`src/rtl/e64_onehot_encoder_pkg.sv`:
```
// Shared types and sizes for the e64 one-hot encoder: index width, error code
// and counter width.
package e64_pkg;

    localparam int N    = 65;
    localparam int IDXW = 7;
    localparam int CNTW = 16;

    typedef logic [IDXW-1:0] idx_t;

    typedef enum logic [1:0] {
        ERR_OK    = 2'b00,
        ERR_ZERO  = 2'b01,
        ERR_MULTI = 2'b10
    } err_t;

endpackage

```
`src/rtl/e64_onehot_encoder_if.sv`:
```
// Input/output stream bundle of the e64 one-hot encoder, including the error
// counter and its clear.
interface e64_onehot_encoder_if;
    import e64_pkg::*;

    logic             in_valid;
    logic             in_ready;
    logic [N-1:0]     in_vec;
    logic             out_valid;
    logic             out_ready;
    idx_t             out_idx;
    err_t             out_err;
    logic [CNTW-1:0]  err_cnt;
    logic             err_clr;

    modport master (
        output in_valid, in_vec, out_ready, err_clr,
        input  in_ready, out_valid, out_idx, out_err, err_cnt
    );

    modport slave (
        input  in_valid, in_vec, out_ready, err_clr,
        output in_ready, out_valid, out_idx, out_err, err_cnt
    );

endinterface

```
`src/rtl/e64_onehot_encoder_tree.sv`:
```
// Combinational log-depth priority tree: lowest set index of an N-bit vector
// plus zero-hot and multi-hot flags.
module e64_onehot_tree
    import e64_pkg::*;
(
    input  logic [N-1:0] vec_i,
    output idx_t         idx_o,
    output logic         zero_o,
    output logic         multi_o
);

    localparam int LEAVES = 1 << IDXW;

    // Each level pairs adjacent nodes; the lower half wins, the upper half
    // contributes its index with this level's bit set.
    for (genvar l = 0; l <= IDXW; l++) begin : lvl
        localparam int NN = LEAVES >> l;
        logic [NN-1:0] hit;
        logic [NN-1:0] mult;
        idx_t          pos [NN];

        if (l == 0) begin : g_leaf
            assign hit  = {{(LEAVES-N){1'b0}}, vec_i};
            assign mult = '0;
            for (genvar i = 0; i < NN; i++) begin : g_pos
                assign pos[i] = '0;
            end
        end else begin : g_merge
            for (genvar i = 0; i < NN; i++) begin : g_node
                assign hit[i]  = lvl[l-1].hit[2*i] | lvl[l-1].hit[2*i+1];
                assign mult[i] = lvl[l-1].mult[2*i] | lvl[l-1].mult[2*i+1]
                               | (lvl[l-1].hit[2*i] & lvl[l-1].hit[2*i+1]);
                assign pos[i]  = lvl[l-1].hit[2*i] ? lvl[l-1].pos[2*i]
                               : (lvl[l-1].pos[2*i+1] | idx_t'(1 << (l-1)));
            end
        end
    end

    assign zero_o  = ~lvl[IDXW].hit[0];
    assign multi_o = lvl[IDXW].mult[0];
    assign idx_o   = lvl[IDXW].hit[0] ? lvl[IDXW].pos[0] : '0;

endmodule

```
`src/rtl/e64_onehot_encoder.sv`:
```
// Two-stage valid/ready one-hot to index encoder with malformed-vector
// detection and a saturating error counter.
module e64_onehot_encoder
    import e64_pkg::*;
(
    input  logic                clk,
    input  logic                rst_n,
    e64_onehot_encoder_if.slave bus
);

    logic [N-1:0]    vec_p1;
    logic            vld_p1;
    logic            vld_p2;
    idx_t            idx_p2;
    err_t            err_p2;
    logic [CNTW-1:0] err_cnt_q;

    idx_t idx_c;
    logic zero_c;
    logic multi_c;
    err_t err_c;

    logic s2_load;
    logic in_fire;
    logic out_fire;

    function automatic logic [CNTW-1:0] sat_inc(input logic [CNTW-1:0] v);
        return (&v) ? v : v + CNTW'(1);
    endfunction

    assign s2_load  = vld_p1 && (!vld_p2 || bus.out_ready);
    assign in_fire  = bus.in_valid && bus.in_ready;
    assign out_fire = vld_p2 && bus.out_ready;

    assign bus.in_ready  = !vld_p1 || s2_load;
    assign bus.out_valid = vld_p2;
    assign bus.out_idx   = idx_p2;
    assign bus.out_err   = err_p2;
    assign bus.err_cnt   = err_cnt_q;

    // Stage 1: capture the raw vector
    always_ff @(posedge clk or negedge rst_n) begin
        if (!rst_n) begin
            vld_p1 <= 1'b0;
            vec_p1 <= '0;
        end else if (in_fire) begin
            vld_p1 <= 1'b1;
            vec_p1 <= bus.in_vec;
        end else if (s2_load) begin
            vld_p1 <= 1'b0;
        end
    end

    e64_onehot_tree u_tree (
        .vec_i   (vec_p1),
        .idx_o   (idx_c),
        .zero_o  (zero_c),
        .multi_o (multi_c)
    );

    assign err_c = zero_c ? ERR_ZERO : (multi_c ? ERR_MULTI : ERR_OK);

    // Stage 2: encoded index and error code
    always_ff @(posedge clk or negedge rst_n) begin
        if (!rst_n) begin
            vld_p2 <= 1'b0;
            idx_p2 <= '0;
            err_p2 <= ERR_OK;
        end else if (s2_load) begin
            vld_p2 <= 1'b1;
            idx_p2 <= idx_c;
            err_p2 <= err_c;
        end else if (out_fire) begin
            vld_p2 <= 1'b0;
        end
    end

    // Clear wins over a same-cycle malformed handoff, which is then not counted.
    always_ff @(posedge clk or negedge rst_n) begin
        if (!rst_n) begin
            err_cnt_q <= '0;
        end else if (bus.err_clr) begin
            err_cnt_q <= '0;
        end else if (out_fire && (err_p2 != ERR_OK)) begin
            err_cnt_q <= sat_inc(err_cnt_q);
        end
    end

endmodule

```
`src/flat_wrapper.sv`:
```
// flat-port wrapper written by rule: the top's interface ports become plain ports
module e64_onehot_encoder_flat import e64_pkg::*;
  (clk, rst_n, bus_in_valid, bus_in_vec, bus_out_ready, bus_err_clr, bus_in_ready, bus_out_valid, bus_out_idx, bus_out_err, bus_err_cnt);
  e64_onehot_encoder_if bus_i ();
  input  logic clk;
  input  logic rst_n;
  input wire logic [$bits(bus_i.in_valid)-1:0] bus_in_valid;
  input wire logic [$bits(bus_i.in_vec)-1:0] bus_in_vec;
  input wire logic [$bits(bus_i.out_ready)-1:0] bus_out_ready;
  input wire logic [$bits(bus_i.err_clr)-1:0] bus_err_clr;
  output wire logic [$bits(bus_i.in_ready)-1:0] bus_in_ready;
  output wire logic [$bits(bus_i.out_valid)-1:0] bus_out_valid;
  output wire logic [$bits(bus_i.out_idx)-1:0] bus_out_idx;
  output wire logic [$bits(bus_i.out_err)-1:0] bus_out_err;
  output wire logic [$bits(bus_i.err_cnt)-1:0] bus_err_cnt;
  assign bus_i.in_valid = bus_in_valid;
  assign bus_i.in_vec = bus_in_vec;
  assign bus_i.out_ready = bus_out_ready;
  assign bus_i.err_clr = bus_err_clr;
  assign bus_in_ready = bus_i.in_ready;
  assign bus_out_valid = bus_i.out_valid;
  assign bus_out_idx = bus_i.out_idx;
  assign bus_out_err = bus_i.out_err;
  assign bus_err_cnt = bus_i.err_cnt;
  e64_onehot_encoder u_core (.clk(clk), .rst_n(rst_n), .bus(bus_i));
endmodule
```
`config.mk`:
```
export PLATFORM = sky130hd
export DESIGN_NAME = e64_onehot_encoder_flat
export DESIGN_NICKNAME = d
export VERILOG_FILES = /design/src/rtl/e64_onehot_encoder_pkg.sv /design/src/rtl/e64_onehot_encoder_if.sv /design/src/rtl/e64_onehot_encoder_tree.sv /design/src/rtl/e64_onehot_encoder.sv /design/src/flat_wrapper.sv
export SDC_FILE = /design/constraint.sdc
export NUM_CORES = 1
export LEC_CHECK = 0
export ABC_AREA = 1
export CAP_MARGIN = 40
export CELL_PAD_IN_SITES_DETAIL_PLACEMENT = 0
export CELL_PAD_IN_SITES_GLOBAL_PLACEMENT = 1
export CORE_UTILIZATION = 23
export DETAILED_ROUTE_END_ITERATION = 7
export PLACE_DENSITY_LB_ADDON = 0.25
export SYNTH_ARGS = -nofsm -noshare
export SYNTH_HDL_FRONTEND = slang
export SYNTH_SLANG_ARGS = --single-unit
```
`constraint.sdc`:
```
create_clock -name clk -period 3.1 [get_ports clk]
set_clock_uncertainty 0.05 [all_clocks]
set_input_delay 0.93 -clock clk [delete_from_list [all_inputs] [get_ports clk]]
set_output_delay 0.93 -clock clk [all_outputs]
set_load 0.05 [all_outputs]
```
=== After elaboration in Yosys (flattened, before gate mapping) ===
Cells that the tools add are included.

* Logic and storage cells: 288
* Output and inout bits: 27
* Bits of input ports: 70
* Flip-flop bits (word level): 92

* Reduce and logical (&&, ||, !) cells: 14
* Bitwise operators: 191
* Equality and inequality tests: 1
* Muxes and demuxes: 75
* Add/sub/neg operators: 1

{| class="wikitable"
|+ Operators with widths
! cell !! number
|-
| 2-to-1 mux 7 bit || 20
|-
| OR 1 bit || 127
|-
| AND 1 bit || 64
|-
| 2-to-1 mux 16 bit || 3
|-
| 2-to-1 mux 1 bit || 36
|-
| 2-to-1 mux 2 bit || 14
|-
| adder 16 x 1 -> 16 bit, second input constant || 1
|-
| AND reduction 16 bit || 1
|-
| nonzero test 2 bit || 4
|-
| 2-to-1 mux 6 bit || 1
|-
| logical AND 1 bit || 4
|-
| 2-to-1 mux 3 bit || 1
|-
| logical NOT 1 bit || 2
|-
| logical OR 1 bit || 2
|-
| inequality test 2 bit, second input constant || 1
|-
| AND reduction 2 bit || 1
|}

=== Logic depth before layout (Yosys ltp) ===
Gate-level depths: netlist (run 1).

* Depth in word-level cells: 14
* Mapped depth: 12
* Gate-level depth less buffers: 12

=== By module ===
A second synthesis (run 1) with hierarchy kept.

* Cells, all modules: 668
* Area, all modules: 5,421.4 µm²

{| class="wikitable"
|+ Modules (own cells, without submodules)
! module !! seq. area each (µm²) !! cells each !! times used !! area an instance (µm²)
|-
| e64_onehot_encoder || 2,302.2 || 321 || 1 || 3,866.2
|-
| e64_onehot_tree || 0.0 || 347 || 1 || 1,555.2
|}

=== Worst setup path after synthesis (run 1) ===
No wires, ideal clock.

* Path type: in2reg
* Start point: in bus_out_ready
* End point: reg u_core.vec_p1[11]
* Cell stages on the path: 5
* Library setup time: 0.125 ns
* Arrival: 2.319 ns
* Slack: 0.607 ns
* Required time: 2.925 ns
* Path buffers: 1
* Cell sequence: inv_1 > nand3_1 > nand2_1 > buf_2 > mux2_2

* Word-level cells in the longest chain between the ends: 4

{| class="wikitable"
|+ RTL lines
! item !! line !! source
|-
| start, declared || flat_wrapper.sv:9 || <nowiki>input wire logic [$bits(bus_i.out_ready)-1:0] bus_out_ready;</nowiki>
|-
| logical OR 1 bit || e64_onehot_encoder.sv:31 || <nowiki>assign s2_load = vld_p1 && (!vld_p2 || bus.out_ready);</nowiki>
|-
| logical AND 1 bit || e64_onehot_encoder.sv:31 ||
|-
| logical OR 1 bit || e64_onehot_encoder.sv:35 || <nowiki>assign bus.in_ready = !vld_p1 || s2_load;</nowiki>
|-
| net bus_in_ready || flat_wrapper.sv:11 || <nowiki>output wire logic [$bits(bus_i.in_ready)-1:0] bus_in_ready;</nowiki>
|-
| logical AND 1 bit || e64_onehot_encoder.sv:32 || <nowiki>assign in_fire = bus.in_valid && bus.in_ready;</nowiki>
|-
| end signal, assigned || e64_onehot_encoder.sv:48 || <nowiki>vec_p1 <= bus.in_vec;</nowiki>
|-
| end, declared || e64_onehot_encoder.sv:11 || <nowiki>logic [N-1:0] vec_p1;</nowiki>
|}

The timed path passes the listed nets, and every way through them passes these cells.
A chain may end at the register's enable or synchronous reset.

=== Worst setup path after layout (run 1) ===
* Start point: in bus_out_ready
* End point: out bus_in_ready

* Word-level cells in the longest chain between the ends: 3

{| class="wikitable"
|+ RTL lines
! item !! line
|-
| logical OR 1 bit || e64_onehot_encoder.sv:31
|-
| logical AND 1 bit || e64_onehot_encoder.sv:31
|-
| logical OR 1 bit || e64_onehot_encoder.sv:35
|-
| end, declared || flat_wrapper.sv:11
|}

No other way between the ends.

==> results of run 1 <==
## report_power, final
group / switching (uW) / total, uW / internal, uW
registers: 162 / 1520 / 1360
clock network: 464 / 1160 / 700
logic: 506 / 854 / 348
total: 1130 / 3530 / 2400
## worst reg2reg max path, delay by kind of cell, from the launching register on
kind	cells	cell delay [ps]
and+or+nand+nor	6	790
DFF	1	460
adders and majority gates	1	250
buffers and inverters	1	170
AOI/OAI and AO/OA	1	150
## placed cells by master, fill, tap and decap left out, types with 7 or more instances in the layout
| cell type | n |
|---|---|
| sky130_fd_sc_hd__nand4_1 | 10 |
| sky130_fd_sc_hd__o21ai_0 | 29 |
| sky130_fd_sc_hd__nor2_1 | 96 |
| sky130_fd_sc_hd__clkdlybuf4s50_1 | 94 |
| sky130_fd_sc_hd__dfrtp_1 | 92 |
| sky130_fd_sc_hd__nor2_2 | 14 |
| sky130_fd_sc_hd__inv_1 | 75 |
| sky130_fd_sc_hd__mux2_2 | 25 |
| sky130_fd_sc_hd__nand3_1 | 12 |
| sky130_fd_sc_hd__clkbuf_16 | 9 |
| sky130_fd_sc_hd__o31ai_1 | 9 |
| sky130_fd_sc_hd__nand2_2 | 7 |
| sky130_fd_sc_hd__nand2_1 | 188 |
| sky130_fd_sc_hd__a21oi_1 | 65 |
## path summary, 6_finish.rpt
path	slack [ps]	endpoint	cells after the start
worst max-delay path	250	bus_in_ready	4
worst min-delay path	340	u_core.vec_p1[6]	1
worst max register to register	1120	u_core.bus.err_cnt[10]	9
worst min register to register	430	u_core.bus.out_idx[0]	2
max in group asynchronous	1950	u_core.vec_p1[38]	2
min in group clk	430	u_core.bus.out_idx[0]	2
## logic make-up (layout without fill, tap and decap cells)
kind of cell	Yosys count	in the layout
and+or+nand+nor	342	342
muxes	25	25
DFF	92	92
buffers and inverters	95	199
adders and majority gates	1	1
xor gates and xnor gates	9	9
AOI/OAI and AO/OA	117	117
## sequential cells by signal, indices dropped and copies added (netlist names)
signal	count
u_core.bus.out_idx	7
u_core.bus.out_err	2
u_core.bus.out_valid	1
u_core.bus.err_cnt	16
u_core.vec_p1	65
u_core.vld_p1	1
## layer usage
metal | track usage | vias up | routed length, um
li1 | - | 2368 | -
met2 | 0.2193 | 84 | 6613
met5 | 0 | - | 0
met3 | 0.02725 | 10 | 550
met1 | 0.1828 | 2028 | 7087
met4 | 0.03119 | 0 | 142
## final cells by class
class | instances | area [um2] | share of cell area
inverters | 81 | 304.0 | 0.04457
well taps | 280 | 350.3 | 0.05136
flip-flops and latches | 92 | 2302 | 0.3375
clock inverters | 5 | 77.57 | 0.01137
clock buffers | 10 | 229.0 | 0.03357
repair buffers | 103 | 1071 | 0.1570
multi-input cells | 494 | 2487 | 0.3646
## through the flow
step	setup WS [ps]	instance area (um2)
after global placement	265.5	6515
final	253.1	6822
after global routing	173.5	6822
after floorplan	606.5	5156
after detailed placement	243.3	6515
after CTS	240.4	6822
==> metrics.md, run 1 <==
| Metric | Value |
|---|---|
| Post-synthesis area per instance | `7.572 um2` |
| Max Clock Freq | `351.3 MHz` |
| Total leakage power | `0.003088 uW` |
| Master of the slowest instance on the critical path | `sky130_fd_sc_hd__clkdlybuf4s50_1` |
| Max-slew headroom | `0.6266` |
| Count of routing violations after the opening detailed-route iteration | `between 200 and 250` |
| Power per cell area | `~520 nW/um2` |
| Die area | `around 23,000 um2` |
| Mux share of post-synthesis cell area | `0.05460` |
| Wire length of the first global-routing pass | `about 23 mm` |
| Total vias in the final route | `around 4,500` |
| Ratio of routed vias to standard cells | `roughly 4.2` |
| Synth top cells by count | `189 x sky130_fd_sc_hd__nand2_1, 96 x sky130_fd_sc_hd__nor2_1, 92 x sky130_fd_sc_hd__dfrtp_1` |
| Fraction of the mapped netlist area in simple logic gates | `0.2854` |
| Number of endpoints with negative hold slack in the final report | `0` |
| Die Ht | `approximately 150 um` |
| Max-slew violation count | `0` |
| Post-DRT Antenna Nets | `0` |
| Share of cells above drive strength 1 | `0.1159` |
| Critical register-to-register path startpoint | `u_core.bus.err_cnt[0]` |
| GRT Overall Usage | `0.1349` |
| Parity-gate share of the synthesized area counting xor and xnor cells | `0.01529` |
| Placed Instances | `around 1,100` |
| Pin slew with the least headroom to its limit | `around 560 ps` |
| Top cells by area in the synthesized netlist | `sky130_fd_sc_hd__dfrtp_1 45%, sky130_fd_sc_hd__nand2_1 14%, sky130_fd_sc_hd__nor2_1 7.0%` |
| YS warnings | `0` |
| P&R area growth vs syn | `32.30%` |
| Combined buffer and inverter count along the critical path | `3` |
| Time the worst path needs with I/O delays and setup | `roughly 2800 ps` |
| Final standard cell count with taps included and fillers excluded | `approximately 1,100` |
| Category of cells accounting for the largest share of critical-path delay | `buffers and inverters` |
| Input/output buffers | `96` |
| Critical path origin | `bus_out_ready` |
| Register area share after synthesis | `0.4465` |
| Final total power | `between 3000 and 4000 uW` |
| Final setup violating endpoints | `0` |
| Worst endpoint required time | `~2100 ps` |
| Standard-cell row count | `54` |
| Final-layout setup total negative slack | `0 ps` |
| Worst min path class | `in -> async` |
| Cell taking the most area after synthesis | `sky130_fd_sc_hd__dfrtp_1` |
| Core utilization of the finished layout | `0.3116` |
| Maximum buffer depth of the clock tree | `2` |
| Top-level I/O count | `slightly below 100` |
| Total wire length | `14.39 mm` |
| Worst hold margin | `roughly 340 ps` |
| N_diodes | `0` |
| Most used standard cell by instance count after synthesis | `sky130_fd_sc_hd__nand2_1` |
| CTS clock-pin slew for the worst setup and hold paths | `about 60 ps` |
| Number of enable-type register cells in the synthesized netlist | `0` |
| Number of global-route vias before repair | `around 4,500` |
| Post-detailed-route DRC marker count | `0` |
| TritonCTS clock tree | `yes` |
| Resize count post-CTS | `0` |
| Clock root buffer master | `sky130_fd_sc_hd__clkbuf_16` |
| WL/cell | `roughly 14 um` |
| Setup repair after global routing missed its margin | `no` |
| Post-synthesis net count | `about 750` |
| Number of buffers created by CTS | `9` |
| Fill cells | `around 2,400` |
| MaxCap Viol Count | `0` |
| Cts hold-fix bufs | `0` |
| Synthesized-area fraction occupied by ao, oa, aoi and oai cells | `0.1233` |
| Worst path arrival time | `1870 ps` |
| Floorplan die width | `between 150 and 200 um` |
| Unique cell type count in the Yosys netlist | `32` |
| Post-route fraction of the period consumed by the critical path | `0.9184` |
| Fraction of the mapped netlist area in adder cells | `0.002427` |
| Class of the most critical setup path | `in -> out` |
| Core region area | `approximately 22,000 um2` |
| Type of destination of the critical path | `output port` |
| Most used flip-flop cell after synthesis | `sky130_fd_sc_hd__dfrtp_1` |
| Congestion Overflow GR | `0` |
| Cell breakdown of the critical path | `clkdlybuf4s50_1 > inv_1 > nand3_1 > buf_12` |
| Largest family of logic cells by synthesized area | `simple AND/OR/NAND/NOR gates` |
| Startpoint type of the worst setup path | `input port` |
| Number of levels in the clock H-tree | `3` |
| Initial antenna violation count | `0` |
| Flip-flop and latch count after synthesis | `92` |
| Delay of the slowest critical-path stage | `approximately 400 ps` |
| Maximum vdd drop | `around 0.23 mV` |
| Share of synthesized flip-flops with an asynchronous set or reset | `1.000` |
| Total half-perimeter wirelength after legalization and detailed placement | `around 12 mm` |
| Largest fanout of any net on the critical path | `3` |
| Global placement routability congestion | `0.7978` |
| Number of sinks handled by clock tree synthesis | `92` |
| Mapped Cells | `681` |
| Count of TritonRoute iterations in the first routing pass | `5` |
| Post-synth top area share | `0.4465` |
| Effective utilization at floorplan | `0.2355` |
| Area of the mapped netlist | `5156 um2` |
| Pin count of the biggest net entering global routing | `61` |
| Number of setup buffers added after CTS | `0` |
| Result of the run | `complete, no violations` |
| Insertion delay of the later-clocked pin in the worst-skew pair | `between 300 and 400 ps` |
| # nets final | `roughly 850` |
Power figures use the tool's default switching activity.
==> inputs of run 2 (changes only) <==
--- a/config.mk
+++ b/config.mk
@@ -11,6 +11,7 @@
 export CELL_PAD_IN_SITES_GLOBAL_PLACEMENT = 1
 export CORE_UTILIZATION = 23
 export DETAILED_ROUTE_END_ITERATION = 7
+export HOLD_SLACK_MARGIN = 0.02
 export PLACE_DENSITY_LB_ADDON = 0.25
 export SYNTH_ARGS = -nofsm -noshare
 export SYNTH_HDL_FRONTEND = slang
==> results of run 2 <==
Same layout as run 1: the final DEF is identical, and so are final timing and power.
==> inputs of run 3 (changes only) <==
--- a/config.mk
+++ b/config.mk
@@ -13,6 +13,7 @@
 export DETAILED_ROUTE_END_ITERATION = 7
 export HOLD_SLACK_MARGIN = 0.02
 export PLACE_DENSITY_LB_ADDON = 0.25
+export RECOVER_POWER = 100
 export SYNTH_ARGS = -nofsm -noshare
 export SYNTH_HDL_FRONTEND = slang
 export SYNTH_SLANG_ARGS = --single-unit
==> metrics.md, run 3 (synthesis results as in run 1) <==
| Metric | Value |
|---|---|
| Post-DRT Antenna Nets | `0 (unchanged)` |
| Flip-flop count of the largest register, all copies and words added | `65 (unchanged)` |
| Fill cells | `2,449 (+0.49%)` |
| MaxCap Viol Count | `0 (unchanged)` |
| Worst endpoint required time | `2120 ps (about the same)` |
| Area of the multi-input gates | `2470 um2 (-0.70%)` |
| Cell breakdown of the critical path | `clkdlybuf4s50_1 > inv_1 > nand3_1 > clkbuf_2` |
| Resize count post-CTS | `0 (unchanged)` |
| Startpoint type of the worst setup path | `input port` |
| Initial antenna violation count | `0 (unchanged)` |
| Max-slew violation count | `0 (unchanged)` |
| Worst path arrival time | `1920 ps (+50 ps)` |
| Effective utilization at floorplan | `0.2355 (unchanged)` |
| Combined buffer and inverter count along the critical path | `3 (unchanged)` |
| Total half-perimeter wirelength after legalization and detailed placement | `11.59 mm (unchanged)` |
| Number of levels in the clock H-tree | `3 (unchanged)` |
| Total wire length | `14.42 mm (+0.19%)` |
| Commonest non-fill, non-tap cells in the layout | `189 x sky130_fd_sc_hd__nand2_1, 98 x sky130_fd_sc_hd__nor2_1, 92 x sky130_fd_sc_hd__dfrtp_1` |
| Master of the slowest instance on the critical path | `sky130_fd_sc_hd__clkdlybuf4s50_1` |
| GRT Overall Usage | `0.1349 (unchanged)` |
| Post-route fraction of the period consumed by the critical path | `0.9368 (+0.01849)` |
| Standard-cell row count | `54 (unchanged)` |
| Top-level I/O count | `97 (unchanged)` |
| Count of TritonRoute iterations in the first routing pass | `4 (-1)` |
| Die Ht | `151.7 um (unchanged)` |
| Non-Filler Cell Area, Final | `6734 um2 (-1.3%)` |
| Final standard cell count with taps included and fillers excluded | `1,065 (unchanged)` |
| Sequential cell area | `2302 um2 (unchanged)` |
| Maximum vdd drop | `0.2229 mV (-1.3%)` |
| Most common cell after layout, fill and taps aside | `sky130_fd_sc_hd__nand2_1` |
| Maximum buffer depth of the clock tree | `2 (unchanged)` |
| Most flops, register | `u_core.vec_p1` |
| Largest fanout of any net on the critical path | `3 (unchanged)` |
| Category of cells accounting for the largest share of critical-path delay | `buffers and inverters` |
| Final setup violating endpoints | `0 (unchanged)` |
| CTS clock-pin slew for the worst setup and hold paths | `60 ps (about the same)` |
| Number of sinks handled by clock tree synthesis | `92 (unchanged)` |
| Core region area | `21,890 um2 (unchanged)` |
| Input/output buffers | `96 (unchanged)` |
| N_diodes | `0 (unchanged)` |
| Max-slew headroom | `0.1675 (-0.4592)` |
| Setup repair after global routing missed its margin | `no` |
| Die area | `23,020 um2 (unchanged)` |
| Post-placement setup slack | `243.3 ps (unchanged)` |
| WL/cell | `13.54 um (+0.19%)` |
| Count of routing violations after the opening detailed-route iteration | `199 (-3.4%)` |
| Share of cells above drive strength 1 | `0.1045 (-0.01146)` |
| P&R area growth vs syn | `30.60%` |
| Wire length of the first global-routing pass | `23.49 mm (unchanged)` |
| Pin slew with the least headroom to its limit | `1249 ps (+690.5 ps)` |
| Max Clock Freq | `344.3 MHz (-2.0%)` |
| Total leakage power | `0.003138 uW (+1.6%)` |
| Time the worst path needs with I/O delays and setup | `2904 ps (+57.33 ps)` |
| Type of destination of the critical path | `output port` |
| Final-layout setup total negative slack | `0 ps (unchanged)` |
| Ratio of routed vias to standard cells | `4.232 (+0.38%)` |
| Placed Instances | `1,050 (unchanged)` |
| Class of the most critical setup path | `in -> out` |
| Power per cell area | `520.1 nW/um2 (+0.38%)` |
| Cts hold-fix bufs | `0 (unchanged)` |
| Worst min path class | `in -> async` |
| Pin count of the biggest net entering global routing | `61 (unchanged)` |
| Setup ws final | `195.8 ps (-57.33 ps)` |
| # nets final | `852 (unchanged)` |
| Result of the run | `complete, no violations` |
| Number of buffers created by CTS | `9 (unchanged)` |
| Area after detailed placement | `6515 um2 (unchanged)` |
| Clock root buffer master | `sky130_fd_sc_hd__clkbuf_16` |
| TritonCTS clock tree | `yes` |
| Number of global-route vias before repair | `4,491 (unchanged)` |
| Total vias in the final route | `4,507 (+0.38%)` |
| Number of setup buffers added after CTS | `0 (unchanged)` |
| Delay of the slowest critical-path stage | `450 ps (+60 ps)` |
| Global placement routability congestion | `0.7978 (unchanged)` |
| Insertion delay of the later-clocked pin in the worst-skew pair | `350 ps (about the same)` |
| Post-detailed-route DRC marker count | `0 (unchanged)` |
| Number of endpoints with negative hold slack in the final report | `0 (unchanged)` |
| Floorplan die width | `151.7 um (unchanged)` |
| Congestion Overflow GR | `0 (unchanged)` |
-- run 3: cell count changes in the layout (fill, tap and decap cells not counted), moves of 2 or more --
cell / change
sky130_fd_sc_hd__buf_4: -3
sky130_fd_sc_hd__clkbuf_2: +4
sky130_fd_sc_hd__clkbuf_1: +2
sky130_fd_sc_hd__clkdlybuf4s50_1: -27
sky130_fd_sc_hd__inv_2: -3
sky130_fd_sc_hd__nor2_1: +2
sky130_fd_sc_hd__buf_12: -4
sky130_fd_sc_hd__dlygate4sd3_1: +27
sky130_fd_sc_hd__inv_1: +3
-- run 3: metal layers --
metal	track usage	wire, um	vias to the layer above
met5	0	0	-
met4	0.03119	131	0
met3	0.02725	481	9
met2	0.2193	6677	87
met1	0.1828	7131	2038
li1	-	-	2373
-- run 3: worst paths after layout --
check / from / to / slack [ps] / depth (start not counted)
min: rst_n / u_core.vec_p1[5] / 400 / 1
min in group clk: u_core.bus.out_idx[0] / u_core.bus.out_idx[0] / 420 / 2
max: bus_out_ready / bus_in_ready / 200 / 4
max in group asynchronous: rst_n / u_core.vec_p1[57] / 1080 / 2
min reg2reg: u_core.bus.out_idx[0] / u_core.bus.out_idx[0] / 420 / 2
max reg2reg: u_core.bus.out_valid / u_core.vec_p1[47] / 1020 / 4
-- run 3: area by class of cell --
type,count,share of cell area
Multi-Input combinational cell,494,0.3668
Sequential cell,92,0.3419
Timing Repair Buffer,103,0.1486
Tap cell,280,0.05203
Inverter,81,0.04515
Clock buffer,10,0.03400
Clock inverter,5,0.01152
-- run 3: through the flow --
step | hold WS [ps] | total power, uW | utilization
4_1_cts | 323.7 | 3603 | 0.3116
3_5_place_dp | 417.5 | 2413 | 0.2976
5_1_grt | 424.2 | 3734 | 0.3076
2_1_floorplan | 452.6 | 2032 | -
3_3_place_gp | 416.1 | 2411 | 0.2976
6_report | 400.7 | 3503 | 0.3076
-- run 3: where the power goes --
part | switching [uW] | internal, uW | leakage, uW | total (uW)
sequential | 160 | 1360 | 0.00110 | 1520
combinational | 503 | 322 | 0.00189 | 824
clock | 463 | 700 | 0.000148 | 1160
-- run 3: worst register-to-register path, stage by stage, from the launching register on --
cell and delay [ps]:
sky130_fd_sc_hd__dfrtp_1 400, sky130_fd_sc_hd__nand3_1 180, sky130_fd_sc_hd__nand2_4 100, sky130_fd_sc_hd__buf_2 790, sky130_fd_sc_hd__mux2_2 460
==> patch 1 (settings of run 2) <==
The package constant `CNTW` goes from 16 to 15.
--- a/src/rtl/e64_onehot_encoder_pkg.sv
+++ b/src/rtl/e64_onehot_encoder_pkg.sv
@@ -4,7 +4,7 @@
 
     localparam int N    = 65;
     localparam int IDXW = 7;
-    localparam int CNTW = 16;
+    localparam int CNTW = 15;
 
     typedef logic [IDXW-1:0] idx_t;
 
Interface: changed (resized bus_err_cnt); port bits go from 97 to 96. The function was not compared with the original's and may differ.
==> patch 1 against run 2 <==
The flow now finishes with violations (design-rule violations); global-route usage increased by 0.19 points; power rose by 1.9%; setup slack gained 0.11 ns; area after synthesis up 0.63%; routed wire length rose by 3.0%; design area increased by 0.40%; sequential cell count decreased by 1; die area grew 0.63%; synthesized cell count decreased by 2.1%; hold slack improved by 0.10 ns; core utilization about the same; first-iteration DRC count rose by 3.4%; critical endpoint unchanged.
==> patch 1: results (changes against run 2) <==
* Relative max-transition margin at 60.78% (-1.9 points)
* Biggest register: u_core.vec_p1
* Register area share after synthesis at 43.89% (-0.76 points)
* Max FFs per register at 65 (unchanged)
* Worst reg2reg startpoint: u_core.bus.err_cnt[0]$_DFFE_PN0P_
* Pleak at 3.153 nW (+2.1%)
* Setup Buffers After CTS at 0 (unchanged)
* Final WL at 14.82 mm (+3.0%)
* Post-synthesis register bit count at 91 (-1.1%)
* Maximum vdd drop at 241.5 uV (+6.9%)
* CTS buffer count at 9 (unchanged)
* Commonest cells in the netlist: 166 x nand2_1, 91 x dfrtp_1, 89 x nor2_1
* Clock root buffer: clkbuf_16
* Hold Path Class: flop to flop
* Post-place setup slack at 0.3659 ns (+0.1226 ns)
* Synth Area in Adders at 0.2411% (-0.0015 points)
* Via count at 4518 (+0.62%)
* Final hold violation count at 0 (unchanged)
* Number of global-route vias before repair at 4667 (+3.9%)
* Compound-Gate Fraction of Synth Area at 12.49% (+0.16 points)
* DR DRC count at 7 (+7)
* Largest net degree at the start of global routing at 44 (-28%)
* Status: finished with violations
* Yosys Warn Count at 0 (unchanged)
* Yosys cell types at 35 (+9.4%)
* Clock slew at reported path FFs at 0.06 ns (about the same)
* Syn nets at 738 (-1.9%)
* Global-route wire length before repair at 24.77 mm (+5.5%)
* Initial antenna violation count at 0 (unchanged)
* Proportion of layout cells with a drive suffix above 1 at 14.12% (+2.5 points)
* Failing checks: design-rule violations
* Synth top area cells: dfrtp_1 44%, nand2_1 12%, a21oi_1 6.9%
* Async SR Flop Fraction at 100.0% (unchanged)
* Max Root-Sink Buffers at 2 (unchanged)
* Mux contribution to synthesized area at 5.860% (+0.40 points)
* Skew-Pair Late Insertion Delay at 0.35 ns (about the same)
* HP Start: u_core.bus.out_idx[2]$_DFFE_PN0P_
* Final RePlAce weighted congestion at 0.8069 (+1.1%)
* Cts repair resizes at 0 (unchanged)
* Post-Synth XOR/XNOR Area at 0.5064% (-1.0 points)
* DRC marker count from the first detailed-route iteration at 213 (+3.4%)
* Buffers on Ports at 95 (-1.0%)
* DPL Wire Length at 11.78 mm (+1.6%)
* NumNets Final at 838 (-1.6%)
* Global Route Usage Sum at 13.68% (+0.19 points)
* N_diodes at 0 (unchanged)
* 1st-pass router iterations at 8 (+3)
* CP arrival at 1.75 ns (-0.12 ns)
* EDFF count, synth at 0 (unchanged)
patch 1: cell count changes after synthesis, moves of 4 or more:
cell	before	now
o31ai_1	9	3
nand4_1	10	15
a21oi_1	65	72
o21ai_2	0	5
nand2_4	1	5
nand3_1	12	8
nand2_1	189	166
nor2_1	96	89
inv_1	75	82
o21ai_1	5	0
patch 1: critical path, stage by stage:
cell and delay, ns:
clkdlybuf4s50_1 0.40, inv_1 0.09, nand3_1 0.14, buf_12 0.19
patch 1: where the power goes:
| group | switching [W] | total (W) | leakage, nW | internal (W) |
|---|---|---|---|---|
| clock network | 0.000474 | 0.00122 | 0.159 | 0.000750 |
| registers | 0.000163 | 0.00151 | 1.09 | 0.00134 |
| logic | 0.000518 | 0.000873 | 1.91 | 0.000355 |
patch 1: final cells by class:
class	instances	area (um^2)
well taps	280	350.3
clock buffers	12	256.5
multi-input cells	475	2506
fillers	2361	15110
inverters	86	322.8
flip-flops and latches	91	2277
repair buffers	104	1064
clock inverters	4	72.57
patch 1: kinds of logic (layout without fill, tap and decap cells):
family          after synthesis  in the layout
flops                        91             91
mux                          27             27
buf+inv                     101            206
compound gates              117            117
xor+xnor                      3              3
fa+ha+maj                     1              1
simple gates                327            327
patch 1: worst paths after layout:
kind,end,slack (ns),cells past startpoint
min in group asynchronous,u_core.vec_p1[43]$_DFFE_PN0P_,0.46,1
worst min register to register,u_core.bus.out_idx[2]$_DFFE_PN0P_,0.44,2
worst max-delay path,bus_in_ready,0.37,4
worst max register to register,u_core.bus.err_cnt[8]$_DFFE_PN0P_,0.99,8
worst min-delay path,u_core.bus.out_idx[2]$_DFFE_PN0P_,0.44,2
max in group asynchronous,u_core.bus.err_cnt[14]$_DFFE_PN0P_,1.90,2
patch 1: metrics by stage:
stage	total power, W	instance area, um^2	hold WS, ns	std cells
floorplan	0.002044	5189	0.4526	667
global placement	0.002413	6520	0.4284	1036
detailed placement	0.002415	6520	0.4281	1036
CTS	0.003663	6849	0.4460	1052
global route	0.003836	6849	0.4730	1052
finish	0.003604	6849	0.4418	1052
patch 1: routing by layer:
layer  wire (um)  track usage (%)  vias up
met5           0                0        -
li1            -                -     2349
met3         477            2.531       14
met2        6608            21.59       68
met4         208            3.741        0
met1        7528            19.08     2087
==> patch 2 (config.mk and constraints of run 2) <==
Without the edit above. Reset style: synchronous (`rst_n`), changed in 3 clocked blocks.
--- a/src/rtl/e64_onehot_encoder.sv
+++ b/src/rtl/e64_onehot_encoder.sv
@@ -39,7 +39,7 @@
     assign bus.err_cnt   = err_cnt_q;
 
     // Stage 1: capture the raw vector
-    always_ff @(posedge clk or negedge rst_n) begin
+    always_ff @(posedge clk) begin
         if (!rst_n) begin
             vld_p1 <= 1'b0;
             vec_p1 <= '0;
@@ -61,7 +61,7 @@
     assign err_c = zero_c ? ERR_ZERO : (multi_c ? ERR_MULTI : ERR_OK);
 
     // Stage 2: encoded index and error code
-    always_ff @(posedge clk or negedge rst_n) begin
+    always_ff @(posedge clk) begin
         if (!rst_n) begin
             vld_p2 <= 1'b0;
             idx_p2 <= '0;
@@ -76,7 +76,7 @@
     end
 
     // Clear wins over a same-cycle malformed handoff, which is then not counted.
-    always_ff @(posedge clk or negedge rst_n) begin
+    always_ff @(posedge clk) begin
         if (!rst_n) begin
             err_cnt_q <= '0;
         end else if (bus.err_clr) begin
Function: differs if rst_n is asserted again (counterexample within 4 cycles, from zero or initial values and one cycle with rst_n low); with rst_n held inactive, the same outputs for 10 cycles.
==> patch 2 against run 2 <==
Power down 9.7%; design area down 4.5%; sequential cell count unchanged; area after synthesis down 5.3%; die area down 5.2%; critical endpoint unchanged; setup slack better by 0.082 ns; first-iteration DRC count down 21%; core utilization up 0.62 points; via count up 5.9%; routed wire length up 2.2%.
==> patch 2: results (changes against run 2) <==
* Hold-fix buffers at CTS at 0 (unchanged)
* Register area share after synthesis at 37.72% (-6.9 points)
* Buffers on Ports at 96 (unchanged)
* CTS buffer count at 9 (unchanged)
* Filler cells at 2311 (-5.2%)
* Clk pwr at 0.00130 W (+12%)
* Initial antenna violation count at 0 (unchanged)
* P_seq at 0.00132 W (-13%)
* Cts repair resizes at 0 (unchanged)
* Proportion of layout cells with a drive suffix above 1 at 8.865% (-2.7 points)
* R2R Setup Slk at 1.22 ns (+0.10 ns)
* Hold Path Class: flop to flop
* Final WL at 14.71 mm (+2.2%)
* Vias per cell at 4.259 (+1.0%)
* GR Layer Usage met1 at 18.79% (+0.50 points)
* Async SR Flop Fraction at 0% (-100 points)
* Post-synth top flop: dfxtp_1
* Biggest register: u_core.vec_p1
* Number of global-route vias before repair at 4645 (+3.4%)
* Pleak at 2.702 nW (-12%)
* HP Start: u_core.bus.out_idx[0]$_SDFFE_PN0P_
* Hold depth at 2
* DPL Wire Length at 11.64 mm (+0.48%)
* Global-route wire length before repair at 23.71 mm (+0.94%)
* N_diodes at 0 (unchanged)
* Largest net degree at the start of global routing at 42 (-31%)
* Max Root-Sink Buffers at 2 (unchanged)
* Crit path launch: bus_out_ready
* Final RePlAce weighted congestion at 0.8115 (+1.7%)
* DR DRC count at 0 (unchanged)
* Maximum vdd drop at 241.6 uV (+6.9%)
* Relative max-transition margin at 65.19% (+2.5 points)
* Syn nets at 818 (+8.8%)
* Global Route Usage Sum at 14.07% (+0.58 points)
* Skew-Pair Late Insertion Delay at 0.35 ns (about the same)
* EDFF count, synth at 0 (unchanged)
* Clock slew at reported path FFs at 0.07 ns
* Int Pwr at 0.002299 W (-4.4%)
* Reg-to-reg endpoint: u_core.bus.err_cnt[15]$_SDFFE_PP0P_
* Met2 Resource Use GR at 22.33% (+0.40 points)
* CP arrival at 1.78 ns (-0.09 ns)
* Commonest cells in the netlist: 165 x nand2_1, 102 x nor2_1, 94 x inv_1
* WS Path Type: input port to output port
* DRC marker count from the first detailed-route iteration at 162 (-21%)
* NumNets Final at 913 (+7.2%)
* Worst reg2reg startpoint: u_core.bus.err_cnt[0]$_SDFFE_PP0P_
* WHS Endpoint: u_core.bus.out_idx[0]$_SDFFE_PN0P_
* Yosys Warn Count at 0 (unchanged)
* Synth top area cells: dfxtp_1 38%, nand2_1 13%, o21ai_0 9.4%
* CP max FO at 3 (unchanged)
* Yosys cell types at 31 (-3.1%)
* CP endpoint: bus_in_ready
* GR Layer Usage met3 at 2.870% (+0.15 points)
* Status: complete, no violations
## patch 2: changes by cell type in the layout (fill, tap and decap cells not counted), moves of 7 or more
cell	before	now
buf_4	4	11
o31ai_1	9	0
inv_1	75	94
dfxtp_1	0	92
nand2_1	188	164
nor3_1	2	10
o21ai_0	29	92
dfrtp_1	92	0
a21oi_1	65	86
mux2_2	25	0
## patch 2: final cells by class
cell class,count,area share [%]
sequential,92,28.28
inverter,99,5.705
clock inverter,5,1.652
timing repair buffer,107,16.10
multi-input combinational,533,39.42
clock buffer,10,3.669
tap,270,5.186
## patch 2: metrics by stage
step	std cells	hold slack [ns]	power, W	area, um^2	worst slack [ns]
4_1_cts	1116	0.4161	0.003242	6514	0.3310
2_1_floorplan	747	0.3983	0.001701	4882	0.6346
3_3_place_gp	1101	0.4028	0.001924	6167	0.3337
3_5_place_dp	1101	0.4042	0.001923	6167	0.3324
6_report	1116	0.4156	0.003191	6514	0.3355
5_1_grt	1116	0.4442	0.003370	6514	0.2741
## patch 2: routing by layer
| layer | wire length [um] | vias to the layer above |
|---|---|---|
| li1 | - | 2575 |
| met3 | 544 | 17 |
| met1 | 7467 | 2072 |
| met5 | 0 | - |
| met4 | 273 | 0 |
| met2 | 6422 | 89 |
## patch 2: cell families (layout without fill, tap and decap cells)
family                     count (synthesis)  after routing  share of synthesized area (%)
and+or+nand+nor                          339            339                          31.50
xor gates and xnor gates                   4              4                         0.7175
adders and majority gates                  1              1                         0.2562
DFF                                       92             92                          37.72
buffers and inverters                    122            221                          9.738
AOI/OAI and AO/OA                        189            189                          20.07
## patch 2: worst max-delay path: stages
cell and delay, ns:
clkdlybuf4s50_1 0.42, inv_1 0.07, nand3_1 0.16, buf_12 0.20
